--- src/rtl/rot_pkg.sv ---
// Shared types for the rotate-job scheduler: FSM states, status codes,
// degree codes, job field limit masks and the job record.
package rot_pkg;

   typedef enum logic [2:0] {
      S_IDLE,
      S_CHECK,
      S_START,
      S_RUN,
      S_FINISH
   } state_t;

   typedef enum logic [1:0] {
      ST_OK      = 2'd0,
      ST_REJECT  = 2'd1,
      ST_TIMEOUT = 2'd2
   } status_t;

   localparam logic [1:0] DEG_0   = 2'd0;
   localparam logic [1:0] DEG_90  = 2'd1;
   localparam logic [1:0] DEG_180 = 2'd2;
   localparam logic [1:0] DEG_270 = 2'd3;

   localparam logic [15:0] H_LIMIT_MASK = 16'h8000;
   localparam logic [15:0] W_LIMIT_MASK = 16'hC000;

   typedef struct packed {
      logic [15:0] height;
      logic [15:0] width;
      logic        direction;
      logic [1:0]  degrees;
   } job_t;

   // A job is runnable only if both sizes are nonzero and within range.
   function automatic logic job_ok(job_t j);
      return ((j.height & H_LIMIT_MASK) == 16'd0) &&
             ((j.width & W_LIMIT_MASK) == 16'd0) &&
             (j.height != 16'd0) &&
             (j.width != 16'd0);
   endfunction

endpackage

--- src/rtl/rot_job_sched_if.sv ---
// Job push handshake: valid/ready plus the job fields.
// master drives the job, slave (scheduler) returns ready.
interface rot_job_sched_if;

   logic        I_JOB_VALID;
   logic        O_JOB_READY;
   logic [15:0] I_JOB_HEIGHT;
   logic [15:0] I_JOB_WIDTH;
   logic        I_JOB_DIRECTION;
   logic [1:0]  I_JOB_DEGREES;

   modport master (
      output I_JOB_VALID, I_JOB_HEIGHT, I_JOB_WIDTH,
      output I_JOB_DIRECTION, I_JOB_DEGREES,
      input  O_JOB_READY
   );

   modport slave (
      input  I_JOB_VALID, I_JOB_HEIGHT, I_JOB_WIDTH,
      input  I_JOB_DIRECTION, I_JOB_DEGREES,
      output O_JOB_READY
   );

endinterface

--- src/rtl/rot_job_fifo.sv ---
// Show-ahead job FIFO with wrap-bit pointers.
// Ports: clk, rst_n, push/wdata, pop, head, full, empty, level.
module rot_job_fifo
   import rot_pkg::*;
#(
   parameter int DEPTH = 4
) (
   input  logic                     clk,
   input  logic                     rst_n,
   input  logic                     push,
   input  job_t                     wdata,
   input  logic                     pop,
   output job_t                     head,
   output logic                     full,
   output logic                     empty,
   output logic [$clog2(DEPTH):0]   level
);

   localparam int AW = $clog2(DEPTH);

   job_t          mem [DEPTH];
   logic [AW:0]   wr_ptr;
   logic [AW:0]   rd_ptr;
   logic          do_push;
   logic          do_pop;

   assign full  = (wr_ptr[AW] != rd_ptr[AW]) &&
                  (wr_ptr[AW-1:0] == rd_ptr[AW-1:0]);
   assign empty = (wr_ptr == rd_ptr);
   assign level = wr_ptr - rd_ptr;
   assign head  = mem[rd_ptr[AW-1:0]];

   // No bypass: a full FIFO drops the push even when popping.
   assign do_push = push && !full;
   assign do_pop  = pop && !empty;

   always_ff @(posedge clk) begin
      if (do_push) mem[wr_ptr[AW-1:0]] <= wdata;
   end

   always_ff @(posedge clk or negedge rst_n) begin
      if (!rst_n) begin
         wr_ptr <= '0;
         rd_ptr <= '0;
      end else begin
         if (do_push) wr_ptr <= wr_ptr + 1'b1;
         if (do_pop)  rd_ptr <= rd_ptr + 1'b1;
      end
   end

endmodule

--- src/rtl/rot_job_sched.sv ---
// Rotate-job scheduler: queues jobs, validates, drives core config,
// pulses start, watches done/timeout, reports status, irq, done count.
module rot_job_sched
   import rot_pkg::*;
#(
   parameter int DEPTH     = 4,
   parameter int TIMEOUT_W = 20
) (
   input  logic                   I_HCLK,
   input  logic                   I_HRESET_N,
   rot_job_sched_if.slave         job,
   output logic [15:0]            O_HEIGHT,
   output logic [15:0]            O_WIDTH,
   output logic                   O_DIRECTION,
   output logic [1:0]             O_DEGREES,
   output logic                   O_START,
   input  logic                   I_CORE_DONE,
   input  logic [TIMEOUT_W-1:0]   I_TIMEOUT_LIMIT,
   output logic                   O_BUSY,
   output logic [$clog2(DEPTH):0] O_LEVEL,
   output logic [1:0]             O_STATUS,
   output logic                   O_IRQ,
   input  logic                   I_IRQ_CLR,
   output logic [7:0]             O_DONE_COUNT
);

   localparam logic [TIMEOUT_W-1:0] WD_ONE = 1;

   state_t               state_q;
   state_t               state_d;
   status_t              pend_q;
   logic [TIMEOUT_W-1:0] wd_q;
   job_t                 head;
   job_t                 wdata;
   logic                 full;
   logic                 empty;
   logic                 pop;
   logic                 tmo;

   assign wdata = '{
      height:    job.I_JOB_HEIGHT,
      width:     job.I_JOB_WIDTH,
      direction: job.I_JOB_DIRECTION,
      degrees:   job.I_JOB_DEGREES
   };

   assign job.O_JOB_READY = !full;

   rot_job_fifo #(
      .DEPTH (DEPTH)
   ) u_fifo (
      .clk   (I_HCLK),
      .rst_n (I_HRESET_N),
      .push  (job.I_JOB_VALID),
      .wdata (wdata),
      .pop   (pop),
      .head  (head),
      .full  (full),
      .empty (empty),
      .level (O_LEVEL)
   );

   assign tmo = (I_TIMEOUT_LIMIT != '0) &&
                ((wd_q + WD_ONE) == I_TIMEOUT_LIMIT);

   always_ff @(posedge I_HCLK or negedge I_HRESET_N) begin
      if (!I_HRESET_N) state_q <= S_IDLE;
      else             state_q <= state_d;
   end

   always_comb begin
      state_d = state_q;
      unique case (state_q)
         S_IDLE:   if (!empty) state_d = S_CHECK;
         S_CHECK:  state_d = job_ok(head) ? S_START : S_FINISH;
         S_START:  state_d = S_RUN;
         S_RUN:    if (I_CORE_DONE || tmo) state_d = S_FINISH;
         S_FINISH: state_d = S_IDLE;
         default:  state_d = S_IDLE;
      endcase
   end

   // Decoded from the state flop only; reset drops them at once.
   always_comb begin
      pop     = 1'b0;
      O_START = 1'b0;
      O_BUSY  = (state_q != S_IDLE);
      unique case (1'b1)
         (state_q == S_CHECK): pop     = 1'b1;
         (state_q == S_START): O_START = 1'b1;
         default: ;
      endcase
   end

   always_ff @(posedge I_HCLK or negedge I_HRESET_N) begin
      if (!I_HRESET_N) begin
         O_HEIGHT     <= '0;
         O_WIDTH      <= '0;
         O_DIRECTION  <= 1'b0;
         O_DEGREES    <= '0;
         wd_q         <= '0;
         pend_q       <= ST_OK;
         O_STATUS     <= '0;
         O_DONE_COUNT <= '0;
      end else begin
         unique case (state_q)
            S_CHECK: begin
               O_HEIGHT    <= head.height;
               O_WIDTH     <= head.width;
               O_DIRECTION <= head.direction;
               O_DEGREES   <= head.degrees;
               pend_q      <= job_ok(head) ? ST_OK : ST_REJECT;
            end
            S_START: wd_q <= '0;
            S_RUN: begin
               wd_q <= wd_q + WD_ONE;
               // Done outranks a coincident timeout.
               if (I_CORE_DONE) pend_q <= ST_OK;
               else if (tmo)    pend_q <= ST_TIMEOUT;
            end
            S_FINISH: begin
               O_STATUS <= pend_q;
               if (pend_q == ST_OK) O_DONE_COUNT <= O_DONE_COUNT + 8'd1;
            end
            default: ;
         endcase
      end
   end

   // A set from FINISH wins over a same-cycle clear.
   always_ff @(posedge I_HCLK or negedge I_HRESET_N) begin
      if (!I_HRESET_N)              O_IRQ <= 1'b0;
      else if (state_q == S_FINISH) O_IRQ <= 1'b1;
      else if (I_IRQ_CLR)           O_IRQ <= 1'b0;
   end

endmodule

--- src/flat_wrapper.sv ---
// flat-port wrapper written by rule: the top's interface ports become plain ports
module rot_job_sched_flat import rot_pkg::*;
#(
   parameter int DEPTH     = 4,
   parameter int TIMEOUT_W = 20
)
  (I_HCLK, I_HRESET_N, O_HEIGHT, O_WIDTH, O_DIRECTION, O_DEGREES, O_START, I_CORE_DONE, I_TIMEOUT_LIMIT, O_BUSY, O_LEVEL, O_STATUS, O_IRQ, I_IRQ_CLR, O_DONE_COUNT, job_I_JOB_VALID, job_I_JOB_HEIGHT, job_I_JOB_WIDTH, job_I_JOB_DIRECTION, job_I_JOB_DEGREES, job_O_JOB_READY);
  rot_job_sched_if job_i ();
  input  logic I_HCLK;
  input  logic I_HRESET_N;
  output logic [15:0] O_HEIGHT;
  output logic [15:0] O_WIDTH;
  output logic O_DIRECTION;
  output logic [1:0] O_DEGREES;
  output logic O_START;
  input  logic I_CORE_DONE;
  input  logic [TIMEOUT_W-1:0] I_TIMEOUT_LIMIT;
  output logic O_BUSY;
  output logic [$clog2(DEPTH):0] O_LEVEL;
  output logic [1:0] O_STATUS;
  output logic O_IRQ;
  input  logic I_IRQ_CLR;
  output logic [7:0] O_DONE_COUNT;
  input wire logic [$bits(job_i.I_JOB_VALID)-1:0] job_I_JOB_VALID;
  input wire logic [$bits(job_i.I_JOB_HEIGHT)-1:0] job_I_JOB_HEIGHT;
  input wire logic [$bits(job_i.I_JOB_WIDTH)-1:0] job_I_JOB_WIDTH;
  input wire logic [$bits(job_i.I_JOB_DIRECTION)-1:0] job_I_JOB_DIRECTION;
  input wire logic [$bits(job_i.I_JOB_DEGREES)-1:0] job_I_JOB_DEGREES;
  output wire logic [$bits(job_i.O_JOB_READY)-1:0] job_O_JOB_READY;
  assign job_i.I_JOB_VALID = job_I_JOB_VALID;
  assign job_i.I_JOB_HEIGHT = job_I_JOB_HEIGHT;
  assign job_i.I_JOB_WIDTH = job_I_JOB_WIDTH;
  assign job_i.I_JOB_DIRECTION = job_I_JOB_DIRECTION;
  assign job_i.I_JOB_DEGREES = job_I_JOB_DEGREES;
  assign job_O_JOB_READY = job_i.O_JOB_READY;
  rot_job_sched #(.DEPTH(DEPTH), .TIMEOUT_W(TIMEOUT_W)) u_core (.I_HCLK(I_HCLK), .I_HRESET_N(I_HRESET_N), .job(job_i), .O_HEIGHT(O_HEIGHT), .O_WIDTH(O_WIDTH), .O_DIRECTION(O_DIRECTION), .O_DEGREES(O_DEGREES), .O_START(O_START), .I_CORE_DONE(I_CORE_DONE), .I_TIMEOUT_LIMIT(I_TIMEOUT_LIMIT), .O_BUSY(O_BUSY), .O_LEVEL(O_LEVEL), .O_STATUS(O_STATUS), .O_IRQ(O_IRQ), .I_IRQ_CLR(I_IRQ_CLR), .O_DONE_COUNT(O_DONE_COUNT));
endmodule
--- config.mk ---
export PLATFORM = sky130hd
export DESIGN_NAME = rot_job_sched_flat
export DESIGN_NICKNAME = d
export VERILOG_FILES = /design/src/rtl/rot_pkg.sv /design/src/rtl/rot_job_sched_if.sv /design/src/rtl/rot_job_fifo.sv /design/src/rtl/rot_job_sched.sv /design/src/flat_wrapper.sv
export SDC_FILE = /design/constraint.sdc
export NUM_CORES = 1
export LEC_CHECK = 0
export ABC_AREA = 0
export CORE_MARGIN = 4
export CORE_UTILIZATION = 27
export CTS_BUF_LIST = sky130_fd_sc_hd__clkbuf_4 sky130_fd_sc_hd__clkbuf_8
export CTS_CLUSTER_DIAMETER = 80
export DETAILED_ROUTE_END_ITERATION = 8
export DONT_BUFFER_PORTS = 1
export PLACE_DENSITY_LB_ADDON = 0.1
export SLEW_MARGIN = 20
export SYNTH_ARGS = -nofsm -noshare
export SYNTH_HDL_FRONTEND = slang
export SYNTH_HIERARCHICAL = 1
export SYNTH_SLANG_ARGS = --single-unit
export TNS_END_PERCENT = 5
--- constraint.sdc ---
create_clock -name I_HCLK -period 7.5 [get_ports I_HCLK]
set_clock_uncertainty 0.2 [all_clocks]
set_input_delay 0.375 -clock I_HCLK [delete_from_list [all_inputs] [get_ports I_HCLK]]
set_output_delay 0.375 -clock I_HCLK [all_outputs]
set_load 0.005 [all_outputs]
==> results.yml, run 1 <==
outcome:
  status: "completed"
yosys:
  synth_async_sr_flop_share_pct: 35.5
  synthesis.instances: 601
  edff_count_synth: 140
  ys_seq_area_share_pct: 65.0
  ys.flop_type: "edfxtp_1"
  distinct_cell_type_count_of_the_synthesized_netlist: 60
  postSynthNetCount: 671
  synth_area_mm2: 0.00943
  synthesis.area_per_instance_um2: 15.7
  ys_seq_elements: 217
  yosysWarnings: 6
cts:
  tritoncts_clock_tree: "done"
  clock-sinks: 217
  max-clock-path-buffers: 3
  cts-htree-levels: 2
  cts_root_buf: "clkbuf_8"
  post_cts_resize_count: 0
  numCtsBuffers: 41
  path_clk_slew_ns: 0.06
  clock_latency_ns: 0.56
sta:
  hold_ws_ns: 0.147
  setup_viol: 0
  period_share_pct: 42.3
  rsz0062_at_grt: "no"
  max_clock_freq_mhz: 315
  timing_hold_violations_final: 0
  slew-limit-headroom_pct: 33.3
  setup-tns-final_ns: 0
  finalWorstPathRequiredPeriod_ns: 3.17
  tightest_slew_ns: 0.998
  final_max_slew_viol_count: 0
worst_setup_path:
  crit-reg2reg-launch: "u_core/u_fifo/rd_ptr[0]"
  crit_type: "reg2reg"
  critical-path-top-delay-family: "simple AND/OR/NAND/NOR gates"
  crit_start: "u_core/u_fifo/rd_ptr[0]"
  cp_data_required_time_ns: 7.69
  timing.critical_path.buf_inv: 1
  worst_ep_arrival_time_ns: 3.36
  crit_path_max_fanout: 38
  timing.critical_path.slowest_stage_cell: "buf_4"
  reg2reg_setup_slack_ns: 4.33
  rr_endpoint: "u_core/state_q[1]"
  crit_chain: "buf_4, mux4_2, nor4_1, nand4_1, nand3_1, nor3_1, nor2_1, o31ai_1"
  critical-path-max-stage-delay_ns: 0.64
  worst_setup_path_end_kind: "flip-flop"
  r2r.worst_path.cells: 8
  critical_path_startpoint_category: "flip-flop"
global_route:
  grt.overflow.total: 0
  globalRouteTotalUtil_pct: 12.6
  grt_start_max_net_pins: 78
  vias_in_the_first_global_route: 5867
  grt_antenna_before_repair: 2
  grt_pass1_wl_um: 36600
cells_and_area:
  drive_above_1_share_pct: 24.9
  multiInputGateArea_mm2: 0.00307
  insertedDiodeCount: 0
  fillers: 3462
  final_net_count: 729
  final_cell_mix: "140 x edfxtp_1, 75 x dfrtp_1, 44 x clkbuf_8, 40 x mux2_2, 39 x dlygate4sd3_1"
  final_common_cell: "edfxtp_1"
  stdcell_count: 1146
  final-seq-area_mm2: 0.00613
  post_synthesis_to_final_layout_area_growth_pct: 17.5
  stdcell_area_mm2: 0.0111
power_and_ir_drop:
  p_total_w: 0.00408
  netSwitchingPower_w: 0.00132
  power.static_leakage_nw: 3.92
  pwr-share-seq_pct: 44.6
  power.internal_w: 0.00276
  power.share.switching_pct: 32.3
  clock_power_share_pct: 27.3
  power_frac_comb_pct: 28.1
  power_per_cell_area_mw_per_mm2: 368
  power.ir.vdd_worst_v: 0.000145
routing:
  vias: 5397
  post_drt_via_cell_ratio: 4.71
  detail-route-antenna-nets: 0
  first_pass_iters: 4
  drt-initial-drc-count: 221
  drt-wirelength-per-cell_um: 21.0
  remaining_drc_errors: 0
  drt-total-wl_um: 24100
hold_path:
  hold_path_depth: 5
  holdPathEnd: "u_core/state_q[0]"
  hold_start: "I_TIMEOUT_LIMIT[16]"
  classification_of_the_worst_slack_hold_path: "in2reg"
place:
  finalWeightedCongestion: 0.773
  placed_area_mm2: 0.00987
  port-buffer-count: 0
  dpl.hpwl_um: 15000
  post-place-cells: 1031
floorplan:
  die_width_um: 195
  die_area_mm2: 0.0380
  floorplan.die.height_um: 195
  floorplan.core_area_mm2: 0.0345
  initial_core_util_pct: 27.3
  core.rowCount: 68
  top_level_ports: 112
run:
  drv.max_cap_violation_count: 0
registers in the layout, summed over array words and instances (netlist names), 3 cells and up:
name	cells
u_core/u_fifo/rd_ptr	3
u_core/u_fifo/mem	140
u_core/O_WIDTH	16
u_core/wd_q	20
u_core/O_DONE_COUNT	8
u_core/O_HEIGHT	16
u_core/u_fifo/wr_ptr	3
u_core/state_q	3
what timing repair did:
item,4_1_cts,5_1_grt
buffers inserted,0,0
endpoints found under the setup margin,0,0
endpoints found under the hold margin,226,0
hold buffers,40,0
power groups by stage:
| stage | sequential (W) | combinational, W | clock (W) |
|---|---|---|---|
| 3_3_place_gp | 0.00185 | 0.00113 | 0 |
| 6_report | 0.00182 | 0.00114 | 0.00111 |
| 2_1_floorplan | 0.00176 | 0.000860 | 0 |
| 4_1_cts | 0.00184 | 0.00119 | 0.00117 |
| 5_1_grt | 0.00186 | 0.00127 | 0.00122 |
| 3_5_place_dp | 0.00186 | 0.00115 | 0 |
per-stage QoR:
step	util [%]	setup slack, ns
4_1_cts	32.1	4.18
6_report	32.1	4.33
3_3_place_gp	28.5	4.12
3_5_place_dp	28.6	4.20
2_1_floorplan	-	4.73
5_1_grt	32.1	3.96
cell usage after synthesis (all sizes together), types with 2 or more instances:
library cell	count	area, um2
o21ai	32	164
o41ai	3	26.3
or3	4	25.0
edfxtp	140	4200
and4	4	37.5
o22ai	2	12.5
o21a	2	15.0
or3b	2	17.5
o21bai	2	15.0
o31ai	10	75.1
nand2	28	105
nor3	12	60.1
buf	14	111
nand3	15	92.6
xnor2	26	228
dfrtp	77	1930
nor2	24	90.1
o211a	2	20.0
nor4	19	149
and3	10	63.8
xor2	6	60.1
nand4	9	86.3
inv	15	56.3
a21oi	8	40.0
a31oi	7	43.8
mux2i	5	50.1
o211ai	2	15.0
and2	2	12.5
mux4	35	788
clkbuf	15	88.8
ha	9	113
mux2	42	480
nand2b	5	31.3
worst max-delay path by stage:
stage                              end  cells after the start
6_report             u_core/state_q[1]                      8
5_1_grt              u_core/state_q[1]                      8
4_1_cts              u_core/state_q[1]                      8
3_5_place_dp         u_core/state_q[1]                      8
3_3_place_gp         u_core/state_q[1]                      8
2_1_floorplan  u_core/u_fifo/mem[1][0]                      6
tightest hold or removal path: stages:
cell     delay, ns
or3_1         0.08
nor3_1        0.05
nor2_1        0.09
nor4_1        0.08
o31ai_1       0.17
routing by layer:
layer | global-route usage, % | part of all wire (%)
met5 | 0 | 0.058
met2 | 21.7 | 51
met1 | 14.9 | 40
met4 | 3.83 | 2.0
met3 | 4.28 | 7.4
cell families after synthesis:
| group | count (synthesis) | synth area share, % |
|---|---|---|
| DFF | 217 | 65.0 |
| and+or+nand+nor | 137 | 8.44 |
| muxes | 82 | 14.0 |
| AOI/OAI and AO/OA | 79 | 5.41 |
| buffers and inverters | 44 | 2.72 |
| xor gates and xnor gates | 32 | 3.05 |
| adders and majority gates | 10 | 1.41 |
final cells by class:
class	count	share of cell area [%]
Clock buffer	58	6.41
Tap cell	455	5.14
Inverter	15	0.508
Clock inverter	17	0.756
Timing Repair Buffer	44	4.15
Sequential cell	217	55.3
Multi-Input combinational cell	340	27.7
Note: power is estimated with default switching activity, not from simulation.
==> inputs of run 2 (changes only) <==
- ABC_AREA: 0 -> 1
- clock period: 7.5 -> 2.8 ns (I/O delays scaled with it)
==> run 2 against run 1 <==
  * Count of clock-buffer cells in the layout shrank 4
  * Sequential share of layout area shrank 3.4 points
  * Clock power grew to 3.1 times the previous value
  * Flip-flop and latch count is the same
  * Critical path depth grew 8
  * Largest cell class unchanged
  * Largest power group unchanged
==> results.yml, run 2 <==
floorplan:
  floorplan.core_area_mm2: 0.0348
  top_level_ports: 112
  initial_core_util_pct: 27.6
  floorplan.die.height_um: 197
  core.rowCount: 68
  die_width_um: 197
  die_area_mm2: 0.0387
yosys:
  yosysWarnings: 6
  synth_area_mm2: 0.00961
  ys_seq_area_share_pct: 63.8
  synth.top_cells.by_area: "edfxtp_1 44%, dfrtp_1 20%, nand2_1 7.5%"
  synth_top_cell_by_area: "edfxtp_1"
  yosysMostFrequentCell: "nand2_1"
  ys_top_cells_by_count: "191 x nand2_1, 140 x edfxtp_1, 106 x nor2_1"
  synthesis.area_per_instance_um2: 10.5
  postSynthNetCount: 984
  ys.flop_type: "edfxtp_1"
  edff_count_synth: 140
  distinct_cell_type_count_of_the_synthesized_netlist: 42
  ys_seq_elements: 217
  synthesis.instances: 914
  synth_top_cell_area_share_pct: 43.7
  synth_async_sr_flop_share_pct: 35.5
routing:
  vias: 6802
  remaining_drc_errors: 0
  drt-initial-drc-count: 327
  drt-total-wl_um: 26900
  post_drt_via_cell_ratio: 4.54
  drt-wirelength-per-cell_um: 18.0
  detail-route-antenna-nets: 0
  first_pass_iters: 4
worst_setup_path:
  crit_start: "u_core/wd_q[3]"
  critical_path_startpoint_category: "flip-flop"
  crit_type: "reg2reg"
  worst_ep_arrival_time_ns: 2.76
  r2r.worst_path.cells: 16
  reg2reg_setup_slack_ns: 0.25
  crit_path_max_fanout: 4
  rr_endpoint: "u_core/pend_q[0]"
  worst_setup_path_end_kind: "flip-flop"
  timing.critical_path.to: "u_core/pend_q[0]"
  cp_data_required_time_ns: 3.01
  crit-reg2reg-launch: "u_core/wd_q[3]"
power_and_ir_drop:
  power.ir.vdd_worst_v: 0.000612
  power.static_leakage_nw: 4.74
  power.share.switching_pct: 36.4
  power_per_cell_area_mw_per_mm2: 996
  clock_power_share_pct: 29.0
  pwr-share-seq_pct: 40.3
  netSwitchingPower_w: 0.00429
  power_frac_comb_pct: 30.7
  power.internal_w: 0.00749
sta:
  final_max_slew_viol_count: 0
  timing_hold_violations_final: 0
  tightest_slew_ns: 0.465
  setup_viol: 0
  period_share_pct: 91.0
  timing.final.ws_setup_ns: 0.253
  finalWorstPathRequiredPeriod_ns: 2.55
  max_clock_freq_mhz: 393
  slew-limit-headroom_pct: 69.0
cts:
  cts_root_buf: "clkbuf_8"
  path_clk_slew_ns: 0.07
  clock_latency_ns: 0.54
  numCtsBuffers: 41
  cts-htree-levels: 2
  clock-sinks: 217
  max-clock-path-buffers: 3
  tritoncts_clock_tree: "done"
place:
  post-place-cells: 1357
  port-buffer-count: 0
  dpl.hpwl_um: 17500
  finalWeightedCongestion: 0.788
  place_worst_setup_slack_ns: 0.128
cells_and_area:
  fillers: 3531
  largest_register_ffs: 140
  post_synthesis_to_final_layout_area_growth_pct: 23.0
  final_cell_mix: "189 x nand2_1, 140 x edfxtp_1, 100 x nor2_1, 77 x o21ai_0, 76 x inv_1"
  final_net_count: 1079
  multiInputGateArea_mm2: 0.00300
  stdcell_count: 1497
  drive_above_1_share_pct: 15.4
  final-seq-area_mm2: 0.00614
  final_common_cell: "nand2_1"
global_route:
  grt_start_max_net_pins: 78
  globalRouteMet2Util_pct: 24.0
  globalRouteTotalUtil_pct: 13.9
  grt_pass1_wl_um: 41700
  grt_use_met3_pct: 3.42
  grt.overflow.total: 0
  globalRoute.busiestLayer: "met2"
  vias_in_the_first_global_route: 6926
  groute.layer.met1.usage_pct: 17.7
  grt_antenna_before_repair: 1
outcome:
  status: "completed"
hold_path:
  classification_of_the_worst_slack_hold_path: "in2async"
run:
  drv.max_cap_violation_count: 0
[run 2: changes by cell type after synthesis, sizes merged, moves of 10 or more]
cell	change
nor4	-15
o31ai	-10
nand2	+176
o22ai	+44
xnor2	-21
mux2	-41
nand3	+42
mux4	-35
inv	+66
nor2	+92
o21ai	+70
[run 2: metal layers]
metal | wire length (um) | up-vias
li1 | - | 3321
met4 | 400 | 0
met2 | 13200 | 131
met1 | 11900 | 3318
met5 | 0 | -
met3 | 1460 | 32
[run 2: repair_timing]
| item | CTS | global route |
|---|---|---|
| buffers inserted | 0 | 11 |
| endpoints found under the setup margin | 0 | 5 |
| gates resized for setup | 0 | 18 |
| hold endpoints to repair | 331 | 0 |
| hold buffers | 53 | 0 |
[run 2: layout make-up]
cell class,instances,share of cell area (%)
antenna,1,0.0212
clock buffer,54,5.65
clock inverter,21,2.07
inverter,85,2.83
multi-input combinational,581,25.4
sequential,217,51.9
tap,455,4.81
timing repair buffer,83,7.28
[run 2: power groups by stage]
stage | Clock (W) | Sequential, W | Combinational [W]
after floorplan | 0 | 0.00468 | 0.00242
after global placement | 0 | 0.00483 | 0.00357
after detailed placement | 0 | 0.00482 | 0.00358
after CTS | 0.00355 | 0.00476 | 0.00371
after global routing | 0.00373 | 0.00483 | 0.00413
final | 0.00342 | 0.00474 | 0.00362
[run 2: worst min-delay path by stage]
stage	start	end	cells past startpoint
after floorplan	I_HRESET_N	u_core/O_DEGREES[0]	0
after global placement	I_HRESET_N	u_core/wd_q[14]	0
after detailed placement	I_HRESET_N	u_core/wd_q[14]	0
after CTS	I_TIMEOUT_LIMIT[8]	u_core/pend_q[1]	8
after global routing	I_HRESET_N	u_core/O_HEIGHT[3]	2
final	I_HRESET_N	u_core/O_HEIGHT[3]	2
[run 2: worst max-delay path, cell delays in order, from the launching register on]
cell and delay (ns):
dfrtp_2 0.41, nand2_2 0.12, nor2_8 0.15, nand2_4 0.08
nor2_4 0.11, nand2_2 0.06, nand3_1 0.08, nand2_1 0.08
nor2_1 0.08, dlygate4sd3_1 0.55, nand2_1 0.06, nor2_2 0.09
nand3_2 0.09, nand3_1 0.08, nand2_1 0.06, nand2_1 0.06
nand2_1 0.04
[run 2: cell families after synthesis]
| kind of cell | after synthesis | share of synthesized area [%] |
|---|---|---|
| adder cells (fa/ha/maj) | 10 | 1.38 |
| XOR/XNOR | 16 | 1.78 |
| AND/OR/NAND/NOR | 402 | 18.7 |
| flip-flops | 217 | 63.8 |
| multiplexers | 1 | 0.117 |
| buffers and inverters | 116 | 5.65 |
| AO/OA/AOI/OAI | 152 | 8.60 |
[run 2: through the flow]
step | total power, W | setup TNS [ns] | util [%] | cell area [um2] | hold slack, ns
after floorplan | 0.00710 | -60.85 | - | 9610 | -0.356
after global placement | 0.00840 | 0 | 29.4 | 10200 | -0.353
after detailed placement | 0.00839 | 0 | 29.4 | 10200 | -0.352
after CTS | 0.0120 | 0 | 33.6 | 11700 | 0.00442
after global routing | 0.0127 | -0.00188 | 34.0 | 11800 | 0.0398
final | 0.0118 | 0 | 34.0 | 11800 | 0.0259
